### config.mk
export PLATFORM = sky130hd
export DESIGN_NAME = car_frame_scheduler
export DESIGN_NICKNAME = d
export VERILOG_FILES = /design/src/rtl/car_draw_pkg.sv /design/src/rtl/car_frame_scheduler_scanner.sv /design/src/rtl/car_frame_scheduler.sv
export SDC_FILE = /design/constraint.sdc
export NUM_CORES = 1
export LEC_CHECK = 0
export ABC_AREA = 0
export CORE_MARGIN = 2
export CORE_UTILIZATION = 40
export CTS_BUF_LIST = sky130_fd_sc_hd__clkbuf_2 sky130_fd_sc_hd__clkbuf_4 sky130_fd_sc_hd__clkbuf_8
export DETAILED_ROUTE_END_ITERATION = 12
export HOLD_SLACK_MARGIN = 0.08
export PLACE_DENSITY = 0.68
export SLEW_MARGIN = 15
export SYNTH_ARGS = -nofsm -noshare
export SYNTH_HDL_FRONTEND = slang
export SYNTH_SLANG_ARGS = --single-unit
### constraint.sdc
create_clock -name iClock -period 3.1 [get_ports iClock]
set_input_delay 0.31 -clock iClock [delete_from_list [all_inputs] [get_ports iClock]]
set_output_delay 0.31 -clock iClock [all_outputs]
set_load 0.005 [all_outputs]
### src/rtl/car_draw_pkg.sv
// Shared types and constants for the car frame scheduler.
// States, headings, go codes and the per-heading unit vector.
package car_draw_pkg;

  localparam int SCREEN_W = 160;
  localparam int SCREEN_H = 120;
  localparam int SPRITE   = 15;

  localparam logic signed [8:0] X_MAX = 9'(SCREEN_W - SPRITE);
  localparam logic signed [8:0] Y_MAX = 9'(SCREEN_H - SPRITE);

  typedef enum logic [2:0] {
    S_IDLE,
    S_CLEAR,
    S_ERASE,
    S_ERASE_WAIT,
    S_MOVE,
    S_DRAW,
    S_DRAW_WAIT
  } state_t;

  typedef enum logic [2:0] {
    DIR_N, DIR_NE, DIR_E, DIR_SE,
    DIR_S, DIR_SW, DIR_W, DIR_NW
  } dir_t;

  localparam logic [1:0] GO_FWD  = 2'b11;
  localparam logic [1:0] GO_BACK = 2'b10;

  function automatic logic signed [8:0] dir_dx(input logic [2:0] d);
    case (d)
      DIR_NE, DIR_E, DIR_SE: dir_dx = 9'sd1;
      DIR_SW, DIR_W, DIR_NW: dir_dx = -9'sd1;
      default:               dir_dx = 9'sd0;
    endcase
  endfunction

  // y grows downward, so north is -1
  function automatic logic signed [8:0] dir_dy(input logic [2:0] d);
    case (d)
      DIR_N, DIR_NE, DIR_NW: dir_dy = -9'sd1;
      DIR_SE, DIR_S, DIR_SW: dir_dy = 9'sd1;
      default:               dir_dy = 9'sd0;
    endcase
  endfunction

endpackage

### src/rtl/car_frame_scheduler_scanner.sv
// Full-screen raster scanner used for screen clears.
// Emits one pixel per cycle while run is high, x inner loop.
module screen_clear_scanner
  import car_draw_pkg::*;
(
  input  logic       clk,
  input  logic       reset,
  input  logic       run,
  output logic [7:0] x,
  output logic [6:0] y,
  output logic       valid,
  output logic       done
);

  logic x_last;
  logic y_last;

  assign x_last = (x == 8'(SCREEN_W - 1));
  assign y_last = (y == 7'(SCREEN_H - 1));

  // counters sit at the origin whenever not running
  always_ff @(posedge clk) begin
    if (reset || !run) begin
      x <= '0;
      y <= '0;
    end else if (x_last) begin
      x <= '0;
      y <= y_last ? '0 : y + 7'd1;
    end else begin
      x <= x + 8'd1;
    end
  end

  assign valid = run;
  assign done  = run && x_last && y_last;

endmodule

### src/rtl/car_frame_scheduler.sv
// Per-frame erase/move/draw sequencer for the car sprite.
// Owns the VGA plot port and runs full-screen clears.
module car_frame_scheduler
  import car_draw_pkg::*;
#(
  parameter int START_X = 72,
  parameter int START_Y = 52,
  parameter int STEP    = 1,
  parameter int TIMEOUT = 1023
) (
  input  logic       iClock,
  input  logic       iReset,
  input  logic       iFrameTick,
  input  logic       iClearReq,
  input  logic [2:0] iDir,
  input  logic [1:0] iGo,
  output logic       oDrawStart,
  output logic       oErase,
  output logic [7:0] oDrawX,
  output logic [6:0] oDrawY,
  output logic [2:0] oDrawDir,
  input  logic       iDrawDone,
  input  logic [7:0] iDrawX,
  input  logic [6:0] iDrawY,
  input  logic [8:0] iDrawColour,
  input  logic       iDrawPlot,
  output logic [7:0] oX,
  output logic [6:0] oY,
  output logic [8:0] oColour,
  output logic       oPlot,
  output logic       oBusy,
  output logic       oFault,
  output logic [7:0] oMissed
);

  localparam int CW = $clog2(TIMEOUT + 1);
  localparam logic signed [8:0] STEP9 = 9'(STEP);

  state_t state, next;

  logic [7:0]    pos_x;
  logic [6:0]    pos_y;
  logic [2:0]    last_dir;
  logic [2:0]    snap_dir;
  logic [1:0]    snap_go;
  logic          tick_pend;
  logic          clr_pend;
  logic [CW-1:0] wait_cnt;

  logic [7:0] scan_x;
  logic [6:0] scan_y;
  logic       scan_valid;
  logic       scan_done;

  logic in_erase;
  logic in_draw;
  logic in_wait;
  logic timed_out;
  logic go_moving;
  logic want_clr;
  logic want_tick;

  logic signed [8:0] dx, dy, nx, ny;
  logic [7:0]        new_x;
  logic [6:0]        new_y;

  screen_clear_scanner u_scan (
    .clk   (iClock),
    .reset (iReset),
    .run   (state == S_CLEAR),
    .x     (scan_x),
    .y     (scan_y),
    .valid (scan_valid),
    .done  (scan_done)
  );

  assign in_erase  = (state == S_ERASE) || (state == S_ERASE_WAIT);
  assign in_draw   = (state == S_DRAW) || (state == S_DRAW_WAIT);
  assign in_wait   = (state == S_ERASE_WAIT) || (state == S_DRAW_WAIT);
  assign timed_out = in_wait && !iDrawDone
                  && (wait_cnt == CW'(TIMEOUT - 1));
  assign go_moving = (iGo == GO_FWD) || (iGo == GO_BACK);
  assign want_clr  = clr_pend || iClearReq;
  assign want_tick = tick_pend || iFrameTick;

  always_ff @(posedge iClock) begin
    if (iReset) state <= S_CLEAR;
    else        state <= next;
  end

  always_comb begin
    next = state;
    unique case (state)
      S_CLEAR:
        if (scan_done) next = S_DRAW;
      S_IDLE:
        if (want_clr)
          next = S_CLEAR;
        else if (want_tick && (go_moving || iDir != last_dir))
          next = S_ERASE;
      S_ERASE:
        next = S_ERASE_WAIT;
      S_ERASE_WAIT:
        if (iDrawDone)      next = S_MOVE;
        else if (timed_out) next = S_IDLE;
      S_MOVE:
        next = S_DRAW;
      S_DRAW:
        next = S_DRAW_WAIT;
      S_DRAW_WAIT:
        if (iDrawDone || timed_out) next = S_IDLE;
      default:
        next = S_IDLE;
    endcase
  end

  always_comb begin
    oDrawStart = (state == S_ERASE) || (state == S_DRAW);
    oErase     = in_erase;
    oDrawX     = (in_erase || in_draw) ? pos_x : '0;
    oDrawY     = (in_erase || in_draw) ? pos_y : '0;
    oDrawDir   = (in_erase || in_draw) ? last_dir : '0;
    oBusy      = (state != S_IDLE);
  end

  // signed 9-bit step, then clamp so the box stays on screen
  always_comb begin
    dx = dir_dx(snap_dir) * STEP9;
    dy = dir_dy(snap_dir) * STEP9;
    nx = signed'({1'b0, pos_x});
    ny = signed'({2'b0, pos_y});
    unique case (snap_go)
      GO_FWD:  begin nx = nx + dx; ny = ny + dy; end
      GO_BACK: begin nx = nx - dx; ny = ny - dy; end
      default: ;
    endcase
    if (nx < 9'sd0)      new_x = '0;
    else if (nx > X_MAX) new_x = X_MAX[7:0];
    else                 new_x = nx[7:0];
    if (ny < 9'sd0)      new_y = '0;
    else if (ny > Y_MAX) new_y = Y_MAX[6:0];
    else                 new_y = ny[6:0];
  end

  always_ff @(posedge iClock) begin
    if (iReset) begin
      pos_x     <= 8'(START_X);
      pos_y     <= 7'(START_Y);
      last_dir  <= '0;
      snap_dir  <= '0;
      snap_go   <= '0;
      tick_pend <= 1'b0;
      clr_pend  <= 1'b0;
      wait_cnt  <= '0;
      oFault    <= 1'b0;
      oMissed   <= '0;
      oX        <= '0;
      oY        <= '0;
      oColour   <= '0;
      oPlot     <= 1'b0;
    end else begin
      if (state == S_IDLE) begin
        if (want_clr) begin
          clr_pend <= 1'b0;
          if (iFrameTick) begin
            tick_pend <= 1'b1;
            if (tick_pend && oMissed != 8'hFF)
              oMissed <= oMissed + 8'd1;
          end
        end else if (want_tick) begin
          tick_pend <= tick_pend && iFrameTick;
          snap_dir  <= iDir;
          snap_go   <= iGo;
        end
      end else begin
        if (iFrameTick) begin
          if (!tick_pend)
            tick_pend <= 1'b1;
          else if (oMissed != 8'hFF)
            oMissed <= oMissed + 8'd1;
        end
        if (iClearReq && state != S_CLEAR)
          clr_pend <= 1'b1;
      end

      wait_cnt <= in_wait ? wait_cnt + 1'b1 : '0;
      if (timed_out)
        oFault <= 1'b1;

      if (state == S_MOVE) begin
        pos_x    <= new_x;
        pos_y    <= new_y;
        last_dir <= snap_dir;
      end

      if (state == S_CLEAR) begin
        oX      <= scan_x;
        oY      <= scan_y;
        oColour <= '0;
        oPlot   <= scan_valid;
      end else begin
        oX      <= iDrawX;
        oY      <= iDrawY;
        oColour <= iDrawColour;
        oPlot   <= iDrawPlot;
      end
    end
  end

endmodule

Word level (Yosys, flattened, before mapping)
Index checks and enable logic that the tools add are counted.
{"block": "op_classes", "add_sub_neg": 8, "n_lt_le_gt_ge": 4, "n_eq_ne": 31, "muxes": 36, "bitwise_logic": 2, "reduce_logical": 39}
{"op": "8-bit 2-to-1 mux", "n": 11}
{"op": "9-bit case mux with 2 select lines", "n": 4}
{"op": "7-bit 2-to-1 mux", "n": 5}
{"op": "3-bit == test (second input constant)", "n": 7}
{"op": "3-bit 2-to-1 mux", "n": 7}
{"op": "3-bit case mux with 7 select lines", "n": 1}
{"op": "9-bit by 1-bit less-than comparator with 1-bit output (second input constant)", "n": 2}
{"op": "8-bit by 1-bit adder with 8-bit output (second input constant)", "n": 2}
{"op": "3-bit by 2-bit == test with 1-bit output (second input constant)", "n": 4}
{"op": "3-bit OR reduction", "n": 4}
{"op": "1-bit logical OR", "n": 11}
{"op": "10-bit by 1-bit adder with 10-bit output (second input constant)", "n": 1}
{"op": "10-bit == test (second input constant)", "n": 1}
{"op": "8-bit by 9-bit adder with 9-bit output", "n": 1}
{"op": "9-bit adder", "n": 1}
{"op": "9-bit by 8-bit greater-than comparator with 1-bit output (second input constant)", "n": 1}
{"op": "9-bit greater-than comparator (second input constant)", "n": 1}
{"op": "3-bit inequality test (second input constant)", "n": 3}
{"op": "8-bit by 9-bit subtractor with 9-bit output", "n": 1}
{"op": "9-bit subtractor", "n": 1}
{"op": "2-bit == test (second input constant)", "n": 4}
{"op": "8-bit == test (second input constant)", "n": 1}
{"op": "1-bit logical AND", "n": 8}
{"op": "1-bit 2-to-1 mux", "n": 8}
{"op": "18 further kinds", "n": 30}
{"block": "totals", "register_bits": 87, "inputBits": 35, "out_inout_bits": 55, "elab_cells": 137}

Depth between registers and ports, before layout
Gate-level depths: netlist of the first run.
{"block": "logic_depth", "word_depth": 8, "mapped_depth": 12, "mapped_depth_nobuf": 11}

Hierarchy
Synthesis of the first run repeated with hierarchy kept, for this count alone.
{"block": "hier_totals", "hier_cells": 578, "hier_area_um2": 4833.4}
{"module": "car_frame_scheduler", "instances": 1, "cells_per_inst": 501, "area_per_inst_um2": 4142.7, "seq_area_each_um2": 1441.4}
{"module": "screen_clear_scanner", "instances": 1, "cells_per_inst": 77, "area_per_inst_um2": 690.7, "seq_area_each_um2": 300.3}

Worst setup path after synthesis of the first run
Ideal clock, no wire load.
{"block": "synth_timing", "path_kind": "reg2reg", "startpoint": "register snap_go[1]", "endpoint": "register pos_y[4]", "setup_ps": 122, "arrival_time_ps": 2961, "required_time_ps": 2978, "path_slack_ps": 17, "stages_incl_launch_ff": 12, "path_buffers": 0, "period_less_slack_ps": 3083, "cell_sequence": "dfxtp_1 > and2b_1 > xnor2_2 > mux2_2 > fa_1 > a21o_1 > a221oi_2 > xnor2_1 > a21oi_1 > nor4b_2 > a21oi_1 > a311o_1"}
{"block": "synth_between", "elab_chain_len": 5, "elab_cells_between_ends": 7, "classes_between": "order compare (2); eq/ne (2); mux (3)"}
{"item": "start: declaration", "line": "car_frame_scheduler.sv:45", "source": "logic [1:0] snap_go;"}
{"item": "start signal: assignment", "line": "car_frame_scheduler.sv:173", "source": "snap_go <= iGo;"}
{"item": "2-bit == test", "line": "car_frame_scheduler.sv:132", "source": "unique case (snap_go)"}
{"item": "9-bit case mux with 2 select lines *", "line": "car_frame_scheduler.sv:132"}
{"item": "9-bit by 8-bit greater-than comparator with 1-bit output", "line": "car_frame_scheduler.sv:141", "source": "else if (ny > Y_MAX) new_y = Y_MAX[6:0];"}
{"item": "7-bit 2-to-1 mux", "line": "car_frame_scheduler.sv:141"}
{"item": "7-bit 2-to-1 mux *", "line": "car_frame_scheduler.sv:140", "source": "if (ny < 9'sd0) new_y = '0;"}
{"item": "end signal: assignment", "line": "car_frame_scheduler.sv:148", "source": "pos_y <= 7'(START_Y);"}
{"item": "end signal: assignment", "line": "car_frame_scheduler.sv:192", "source": "pos_y <= new_y;"}
{"item": "end: declaration", "line": "car_frame_scheduler.sv:42", "source": "logic [6:0] pos_y;"}
Mark *: on every way between the ends. The rest lies on a longest branch, timed or not.
A chain may end at the register's enable or synchronous reset.

Worst setup path in the final report of the first run
{"block": "layout_timing", "startpoint": "register snap_go[0]", "endpoint": "register pos_y[4]"}
Same word-level chain as after synthesis.

==> flow_summary.json, run 1 <==
{
  "drive_above_1_share_pct": 13.5,
  "rr_endpoint": "pos_y[4]$_SDFFE_PP1N_",
  "hold_buffers": 0,
  "synth_top_family_by_area": "simple AND/OR/NAND/NOR gates",
  "num-fill-cells": 991,
  "grt_overflow": 0,
  "holdPathStages": 2,
  "outcome": "complete, but fails checks",
  "wl_per_cell_um": 14.9,
  "clkLatencyLatePin_ns": 0.36,
  "grt_max_degree": 30,
  "rr_startpoint": "snap_go[0]$_SDFFE_PP0P_",
  "cts_root_buf": "clkbuf_8",
  "dieWidth_um": 111,
  "fin_crit_sh_pct": 102,
  "p_per_area_nw_per_um2": 607,
  "netlist_top_cells_area": "dfxtp_1 (38%), nand2_1 (6.0%), ha_1 (5.8%)",
  "synth_xor_area_share_pct": 7.30,
  "fmax_ghz": 0.315,
  "fin_crit_ns": 3.18,
  "required_ns": 3.35,
  "fin_cells": 794,
  "hold_start": "iReset",
  "ys.warnings.count": 0,
  "synth_area_leader_cell": "dfxtp_1",
  "fin_ws_ns": -0.0765,
  "cellLeakagePower_nw": 2.32,
  "crit_arrival_ns": 3.43,
  "globalplace.congestion": 0.833,
  "first_pass_iters": 4,
  "synth_edf_count": 0,
  "synth.most_common_cell": "dfxtp_1",
  "endpoint_kind": "register",
  "grt_pass1_wl_um": 19500,
  "die_y_um": 111,
  "core-area_um2": 10900,
  "synth_seq_cells": 87,
  "drc_errors": 0,
  "start_kind": "register",
  "num_rows": 38,
  "yosys.area_share.simple_pct": 25.3,
  "violations": "negative setup slack",
  "tightest_slew_ns": 0.610,
  "clkSinkCount": 87,
  "ff2ff_setup_slack_ns": -0.08,
  "avgSynthCellArea_um2": 8.33,
  "final_max_slew_viol_count": 0,
  "cpMaxStageDelayCell": "fa_2",
  "dieArea_um2": 12200,
  "worstSetupPathType": "reg -> reg",
  "post-synth-top-area-fraction_pct": 38.4,
  "nets": 707,
  "drtAntennaViolNets": 0,
  "rr_worst_depth": 12,
  "synth_compound_area_share_pct": 16.3,
  "vias": 4200,
  "antenna_found_initial": 0,
  "place_ws_ns": -0.188,
  "synth_mux_area_share_pct": 2.92,
  "ys_seq_area_share_pct": 38.4,
  "drv_cap": 0,
  "grt_usage_pct": 18.9,
  "ys_types": 63,
  "mappedNetlistNets": 603,
  "cp_max_fo": 4,
  "io_buffers": 89,
  "path_clk_slew_ns": 0.09,
  "cts_buffers": 9,
  "cpPeakStageDelay_ns": 0.39,
  "max-clock-path-buffers": 2,
  "skew_ns": 0.0110,
  "finalPower_mw": 3.74,
  "hold_path.class": "in -> reg",
  "synthAdderAreaFrac_pct": 6.67,
  "cts_max_level": 3,
  "post-route-util_pct": 56.3,
  "routed_wl_um": 11800,
  "grt_pass1_vias": 4069,
  "diodes": 0,
  "peakVddDrop_uv": 354,
  "cts_tree": "done",
  "via_per_inst": 5.29,
  "initial_core_util_pct": 41.5,
  "post-dp-hpwl_um": 8430,
  "netlist_instances": 545,
  "syn-cell-area_um2": 4540,
  "syn2layout_area_growth_pct": 35.7,
  "async_flop_share_pct": 0,
  "yosys_most_used_dff": "dfxtp_1",
  "synth_common_cells": "dfxtp_1 (87), nand2_1 (72), nor2_1 (64), a21oi_1 (42), xor2_1 (26)",
  "min_to": "oFault$_SDFFE_PP0P_",
  "drt_iter0_markers": 208,
  "finalSetupViolations": 3,
  "finalHoldViolCount": 0,
  "crit_chain": "and2b_1 -> xnor2_2 -> buf_4 -> mux2_4 -> fa_2 -> a21o_1 -> a221oi_2 -> xnor2_1 -> a21oi_2 -> nor4b_4 -> a21oi_1 -> a311o_1",
  "num_io_pins": 90,
  "rsz0062_at_grt": "yes",
  "relSlewSlack_pct": 59.0,
  "dp_cells": 774
}
==> how the worst max path moves through the flow <==
stage / from / slack [ns] / endpoint
finish: snap_go[0]$_SDFFE_PP0P_ / -0.08 / pos_y[4]$_SDFFE_PP1N_
floorplan: snap_go[1]$_SDFFE_PP0P_ / 0.02 / pos_y[4]$_SDFFE_PP1N_
detailed placement: snap_go[0]$_SDFFE_PP0P_ / -0.19 / pos_y[4]$_SDFFE_PP1N_
CTS: snap_go[0]$_SDFFE_PP0P_ / -0.05 / pos_y[4]$_SDFFE_PP1N_
global route: snap_go[0]$_SDFFE_PP0P_ / -0.18 / pos_y[4]$_SDFFE_PP1N_
global placement: snap_go[0]$_SDFFE_PP0P_ / -0.06 / pos_y[4]$_SDFFE_PP1N_
==> cells in the final DEF (no fill, tap or decap), drive strengths merged, types with 3 or more instances in the layout <==
| cell | instances |
|---|---|
| a211o | 4 |
| and2 | 5 |
| nor3 | 10 |
| nand2b | 8 |
| clkdlybuf4s50 | 88 |
| nand2 | 72 |
| o211ai | 5 |
| o21ai | 19 |
| nand3 | 13 |
| nand4 | 7 |
| a211oi | 8 |
| ha | 21 |
| buf | 27 |
| clkinv | 3 |
| mux2i | 11 |
| o21a | 3 |
| nor2b | 16 |
| dfxtp | 87 |
| a21o | 3 |
| or2 | 5 |
| and3 | 16 |
| clkbuf | 10 |
| inv | 14 |
| or3 | 7 |
| a21oi | 42 |
| and4 | 3 |
| xnor2 | 11 |
| a31oi | 5 |
| nor2 | 64 |
| xor2 | 26 |
==> per-layer routing <==
metal | track usage (%) | vias up | wire, um
met4 | 6.25 | 0 | 250
li1 | - | 2115 | -
met3 | 3.84 | 23 | 641
met5 | 0 | - | 0
met1 | 23.5 | 1949 | 5130
met2 | 32.5 | 113 | 5830
==> layout make-up <==
type / instances / area [um^2] / area share [%]
clock inverters: 6 / 68.8 / 1.12
inverters: 13 / 48.8 / 0.792
flip-flops and latches: 87 / 1740 / 28.3
multi-input cells: 423 / 2910 / 47.2
well taps: 140 / 175 / 2.84
repair buffers: 115 / 1080 / 17.5
clock buffers: 10 / 138 / 2.23
==> registers in the layout (all words and copies together) (netlist names), 2 cells and up <==
name,count
state,3
oColour,9
u_scan.y,7
snap_dir,3
pos_x,8
u_scan.x,8
snap_go,2
wait_cnt,10
last_dir,3
pos_y,7
oY,7
oX,8
oMissed,8
==> per-stage QoR <==
stage                     instance area, um^2  hold slack (ns)  TNS [ns]
final                                    6160            0.377    -0.134
after global routing                     6160            0.391    -0.814
after CTS                                5980            0.381   -0.0458
after detailed placement                 5680            0.463    -0.544
after global placement                   5680            0.463   -0.0660
after floorplan                          4540            0.431         0
==> where the power goes <==
part / switching (mW) / total [mW] / leakage (nW) / internal (mW)
sequential: 0.109 / 1.36 / 0.707 / 1.25
combinational: 0.803 / 1.55 / 1.51 / 0.748
clock: 0.432 / 0.832 / 0.103 / 0.399
==> kinds of logic after synthesis <==
logic type | Yosys count
xor gates and xnor gates | 37
adders and majority gates | 23
DFF | 87
buffers and inverters | 35
AOI/OAI and AO/OA | 113
and+or+nand+nor | 237
muxes | 13
==> repair_timing <==
item                       4_1_cts  5_1_grt
gates resized for setup         16       25
buffers inserted                 0        4
setup endpoints to repair        8       12
pin swaps                       10       20
==> worst max-delay path: cells and delay by family, from the launching register on <==
kind                     cells  cell delay (ns)
AO/OA/AOI/OAI                5             1.05
AND/OR/NAND/NOR              2             0.53
adder cells (fa/ha/maj)      1             0.39
flip-flops                   1             0.33
multiplexers                 1             0.32
XOR/XNOR                     2             0.29
buffers and inverters        1             0.16
No activity file was read; power rests on OpenSTA's default activity.
==> run 2: changes to the inputs <==
- CTS_BUF_LIST: sky130_fd_sc_hd__clkbuf_2 sky130_fd_sc_hd__clkbuf_4 sky130_fd_sc_hd__clkbuf_8 -> sky130_fd_sc_hd__clkbuf_8 sky130_fd_sc_hd__clkbuf_16
==> flow_summary.json, run 2 (same netlist as run 1, synthesis figures left out) <==
{
  "dp_cells": 774,
  "final_max_slew_viol_count": 0,
  "highest_layer": "met4",
  "route.met3.wl_um": 592,
  "diodes": 0,
  "cts_max_level": 3,
  "hold_path.class": "in -> reg",
  "tightest_slew_ns": 0.616,
  "crit_chain": "and2b_1 -> xnor2_2 -> buf_4 -> mux2_4 -> fa_2 -> a21o_1 -> a221oi_2 -> xnor2_1 -> a21oi_2 -> nor4b_4 -> a21oi_1 -> a311o_1",
  "io_buffers": 89,
  "cpPeakStageDelay_ns": 0.39,
  "num-fill-cells": 973,
  "cts_root_buf": "clkbuf_16",
  "post-dp-hpwl_um": 8430,
  "required_ns": 3.33,
  "num_rows": 38,
  "cp.depth": 12,
  "finalPower_mw": 4.03,
  "cellLeakagePower_nw": 2.37,
  "core-area_um2": 10900,
  "crit_family": "compound AO/OA/AOI/OAI gates",
  "fmax_ghz": 0.320,
  "place_ws_ns": -0.188,
  "fin_cells": 794,
  "final_cell_mix": "clkdlybuf4s50_1 (88), dfxtp_1 (85), nand2_1 (69)",
  "dieWidth_um": 111,
  "cp_max_fo": 4,
  "ff2ff_setup_slack_ns": -0.03,
  "first_pass_iters": 4,
  "rr_endpoint": "pos_y[4]$_SDFFE_PP1N_",
  "fin_ws_ns": -0.0270,
  "violations": "negative setup slack",
  "relSlewSlack_pct": 58.7,
  "initial_core_util_pct": 41.5,
  "drt_iter0_markers": 187,
  "cp-startpoint": "snap_go[0]$_SDFFE_PP0P_",
  "crit_arrival_ns": 3.36,
  "reg_top3": "wait_cnt: 10 flops, oColour: 9 flops",
  "wl_met2_um": 5930,
  "nets": 707,
  "globalplace.congestion": 0.833,
  "post-route-util_pct": 57.3,
  "cpMaxStageDelayCell": "fa_2",
  "grt_usage_pct": 19.1,
  "drive_above_1_share_pct": 13.6,
  "wl_per_cell_um": 15.0,
  "p_per_area_nw_per_um2": 643,
  "rsz0062_at_grt": "yes",
  "fin_crit_ns": 3.13,
  "start_kind": "register",
  "largest_reg_flops": 10,
  "grt_pass1_wl_um": 19600,
  "routed_wl_um": 11900,
  "critPathCapture": "pos_y[4]$_SDFFE_PP1N_",
  "num_io_pins": 90,
  "path_clk_slew_ns": 0.07,
  "cts_buffers": 9,
  "drc_errors": 0,
  "via_per_inst": 5.35,
  "finalHoldViolCount": 0,
  "largest_register": "wait_cnt",
  "fin_crit_sh_pct": 101,
  "endpoint_kind": "register",
  "worstSetupPathType": "reg -> reg",
  "rr_worst_depth": 12,
  "cts_tree": "done",
  "rr_startpoint": "snap_go[0]$_SDFFE_PP0P_",
  "dieArea_um2": 12200,
  "syn2layout_area_growth_pct": 38.1,
  "drv_cap": 0,
  "outcome": "complete, but fails checks",
  "path_buf_inv": 1,
  "drtAntennaViolNets": 0,
  "grt_max_degree": 30,
  "clkSinkCount": 87,
  "skew_ns": 0.00642,
  "die_y_um": 111,
  "vias": 4246,
  "peakVddDrop_uv": 354,
  "clkLatencyLatePin_ns": 0.34,
  "hold_buffers": 0,
  "antenna_found_initial": 0,
  "grt_pass1_vias": 4059,
  "drt-met1-wl_um": 5140,
  "mostFrequentLayoutCell": "clkdlybuf4s50_1",
  "max-clock-path-buffers": 2,
  "finalSetupViolations": 2,
  "grt_overflow": 0
}
==> run 2: cell counts in the layout (fill, tap and decap cells not counted) <==
Identical to the previous run, type by type.
==> run 2: power by group <==
| part | switching (mW) | leakage (nW) | internal, mW |
|---|---|---|---|
| Combinational | 0.802 | 1.51 | 0.749 |
| Sequential | 0.111 | 0.707 | 1.25 |
| Clock | 0.467 | 0.149 | 0.651 |
==> run 2: through the flow <==
| step | cell area [um^2] | hold WS [ns] | setup TNS, ns |
|---|---|---|---|
| global route | 6270 | 0.419 | -0.824 |
| finish | 6270 | 0.399 | -0.0272 |
| floorplan | 4540 | 0.431 | 0 |
| detailed placement | 5680 | 0.463 | -0.544 |
| global placement | 5680 | 0.463 | -0.0660 |
| CTS | 6080 | 0.402 | -0.0474 |
==> run 2: timing repair <==
action                                  CTS  global route
cloned                                    0             0
buffers inserted                          0             4
pin swaps                                10            18
endpoints found under the hold margin     0             0
endpoints found under the setup margin    8            12
resized for setup                        16            26
==> run 2: how the worst min path moves through the flow <==
stage,depth (start not counted),end,from
2_1_floorplan,2,oPlot$_SDFF_PP0_,iDrawPlot
3_3_place_gp,2,pos_y[0]$_SDFFE_PP0N_,pos_y[0]$_SDFFE_PP0N_
3_5_place_dp,1,u_scan.x[0]$_SDFF_PP0_,u_scan.x[0]$_SDFF_PP0_
4_1_cts,2,oFault$_SDFFE_PP0P_,iReset
5_1_grt,2,oPlot$_SDFF_PP0_,iReset
6_report,2,oFault$_SDFFE_PP0P_,iReset
==> run 2: area by class of cell <==
| cell class | count | area [um^2] | area share, % |
|---|---|---|---|
| clock buffers | 10 | 239 | 3.81 |
| clock inverters | 6 | 68.8 | 1.10 |
| inverters | 13 | 48.8 | 0.778 |
| multi-input cells | 423 | 2910 | 46.4 |
| flip-flops and latches | 87 | 1740 | 27.8 |
| well taps | 140 | 175 | 2.79 |
| repair buffers | 115 | 1080 | 17.2 |
==> run 2: routing by layer <==
layer | vias up | global-route usage (%)
met5 | - | 0
met4 | 0 | 6.67
met3 | 27 | 4.01
met2 | 104 | 32.7
met1 | 1998 | 23.8
li1 | 2117 | -
==> run 2: worst register-to-register path, cell delays in order (launching register included) <==
cell	delay, ns
dfxtp_2	0.32
and2b_1	0.19
xnor2_2	0.16
buf_4	0.15
mux2_4	0.32
fa_2	0.39
a21o_1	0.19
a221oi_2	0.27
xnor2_1	0.12
a21oi_2	0.17
nor4b_4	0.34
a21oi_1	0.11
a311o_1	0.28
==> run 3: changes to the inputs <==
- RECOVER_POWER: not set -> 100
==> flow_summary.json, run 3 (same netlist as run 1, synthesis figures left out) <==
{
  "cpPeakStageDelay_ns": 0.38,
  "cts_buffers": 9,
  "tightest_slew_ns": 0.947,
  "vias": 4221,
  "wl_per_cell_um": 15.0,
  "drv_cap": 0,
  "num_rows": 38,
  "drt_iter0_markers": 170,
  "die_y_um": 111,
  "hold_path.class": "in -> reg",
  "antenna_found_initial": 0,
  "grt_max_degree": 30,
  "via_per_inst": 5.32,
  "globalplace.congestion": 0.833,
  "path_clk_slew_ns": 0.06,
  "dieArea_um2": 12200,
  "use_met3_pct": 4.01,
  "fin_crit_ns": 3.13,
  "grt_overflow": 0,
  "finalSetupViolations": 2,
  "fin_ws_ns": -0.0261,
  "required_ns": 3.33,
  "finalHoldViolCount": 0,
  "grt_pass1_vias": 4059,
  "placed_area_um2": 5680,
  "cp_max_fo": 4,
  "mostFrequentLayoutCell": "dfxtp_1",
  "reg_top3": "wait_cnt: 10 flops, oColour: 9 flops",
  "post-dp-hpwl_um": 8430,
  "dieWidth_um": 111,
  "final_cell_mix": "dfxtp_1 (85), nand2_1 (69), nor2_1 (63)",
  "rsz0062_at_grt": "yes",
  "clkLatencyLatePin_ns": 0.34,
  "diodes": 0,
  "cellLeakagePower_nw": 2.53,
  "busiest_layer": "met2",
  "design_area_um2": 6240,
  "drive_above_1_share_pct": 13.0,
  "p_per_area_nw_per_um2": 633,
  "endpoint_kind": "register",
  "cts_max_level": 3,
  "hold_start": "iReset",
  "violations": "negative setup slack",
  "hold_buffers": 0,
  "rr_worst_depth": 12,
  "syn2layout_area_growth_pct": 37.4,
  "clkSinkCount": 87,
  "fmax_ghz": 0.320,
  "largest_reg_flops": 10,
  "outcome": "complete, but fails checks",
  "holdPathStages": 2,
  "use_met2_pct": 32.7,
  "min_to": "oFault$_SDFFE_PP0P_",
  "core-area_um2": 10900,
  "crit_arrival_ns": 3.35,
  "routed_wl_um": 11900,
  "whs_ns": 0.397,
  "final_max_slew_viol_count": 0,
  "first_pass_iters": 4,
  "grt_use_met1_pct": 23.8,
  "finalPower_mw": 3.95,
  "max-clock-path-buffers": 2,
  "grt_usage_pct": 19.1,
  "relSlewSlack_pct": 36.2,
  "rr_endpoint": "pos_y[4]$_SDFFE_PP1N_",
  "rr_startpoint": "snap_go[0]$_SDFFE_PP0P_",
  "start_kind": "register",
  "initial_core_util_pct": 41.5,
  "nets": 707,
  "io_buffers": 89,
  "skew_ns": 0.00637,
  "drtAntennaViolNets": 0,
  "largest_register": "wait_cnt",
  "num_io_pins": 90,
  "grt_pass1_wl_um": 19600,
  "worstSetupPathType": "reg -> reg",
  "ff2ff_setup_slack_ns": -0.03,
  "drc_errors": 0,
  "cts_root_buf": "clkbuf_16",
  "crit_chain": "and2b_1 -> xnor2_2 -> buf_4 -> mux2_4 -> fa_2 -> a21o_1 -> a221oi_2 -> xnor2_1 -> a21oi_2 -> nor4b_4 -> a21oi_1 -> a311o_1",
  "fin_crit_sh_pct": 101,
  "cts_tree": "done",
  "peakVddDrop_uv": 340,
  "cpMaxStageDelayCell": "fa_2"
}
[run 3: worst max-delay path by stage]
stage                       endpoint               startpoint  slack [ns]  depth (start not counted)
6_report       pos_y[4]$_SDFFE_PP1N_  snap_go[0]$_SDFFE_PP0P_       -0.03                         12
5_1_grt        pos_y[4]$_SDFFE_PP1N_  snap_go[0]$_SDFFE_PP0P_       -0.18                         12
4_1_cts        pos_y[4]$_SDFFE_PP1N_  snap_go[0]$_SDFFE_PP0P_       -0.05                         11
3_5_place_dp   pos_y[4]$_SDFFE_PP1N_  snap_go[0]$_SDFFE_PP0P_       -0.19                         11
3_3_place_gp   pos_y[4]$_SDFFE_PP1N_  snap_go[0]$_SDFFE_PP0P_       -0.06                         11
2_1_floorplan  pos_y[4]$_SDFFE_PP1N_  snap_go[1]$_SDFFE_PP0P_        0.02                         11
[run 3: layout make-up]
type | instances | area, um^2
Tap cell | 140 | 175
Multi-Input combinational cell | 423 | 2890
Clock buffer | 10 | 239
Clock inverter | 6 | 68.8
Inverter | 13 | 48.8
Fill cell | 980 | 4700
Sequential cell | 87 | 1740
Timing Repair Buffer | 115 | 1070
[run 3: metrics by stage]
step	worst slack (ns)	instances	TNS, ns	util, %
after detailed placement	-0.188	774	-0.544	51.9
after global placement	-0.0649	774	-0.0660	51.9
after floorplan	0.0170	545	0	-
after CTS	-0.0474	790	-0.0474	55.6
final	-0.0261	794	-0.0295	57.1
after global routing	-0.178	794	-1.15	57.1
[run 3: where the power goes]
part / switching [mW] / internal [mW] / total [mW]
Combinational: 0.798 / 0.675 / 1.47
Clock: 0.468 / 0.651 / 1.12
Sequential: 0.107 / 1.25 / 1.36
Total: 1.37 / 2.58 / 3.95
[run 3: worst max-delay path: cells and delay by family, from the launching register on]
family | cells | cell delay (ns)
muxes | 1 | 0.32
adders and majority gates | 1 | 0.38
DFF | 1 | 0.32
xor gates and xnor gates | 2 | 0.28
buffers and inverters | 1 | 0.15
and+or+nand+nor | 2 | 0.53
AOI/OAI and AO/OA | 5 | 1.02
[run 3: timing repair]
item	CTS	global route
setup endpoints to repair	8	12
resized for setup	16	26
pin swaps	10	18
setup buffers	0	4
cloned	0	0
[run 3: routing by layer]
| layer | up-vias | routed length, um |
|---|---|---|
| li1 | 2114 | - |
| met1 | 1982 | 5120 |
| met2 | 103 | 5930 |
| met3 | 22 | 665 |
| met4 | 0 | 237 |
| met5 | - | 0 |
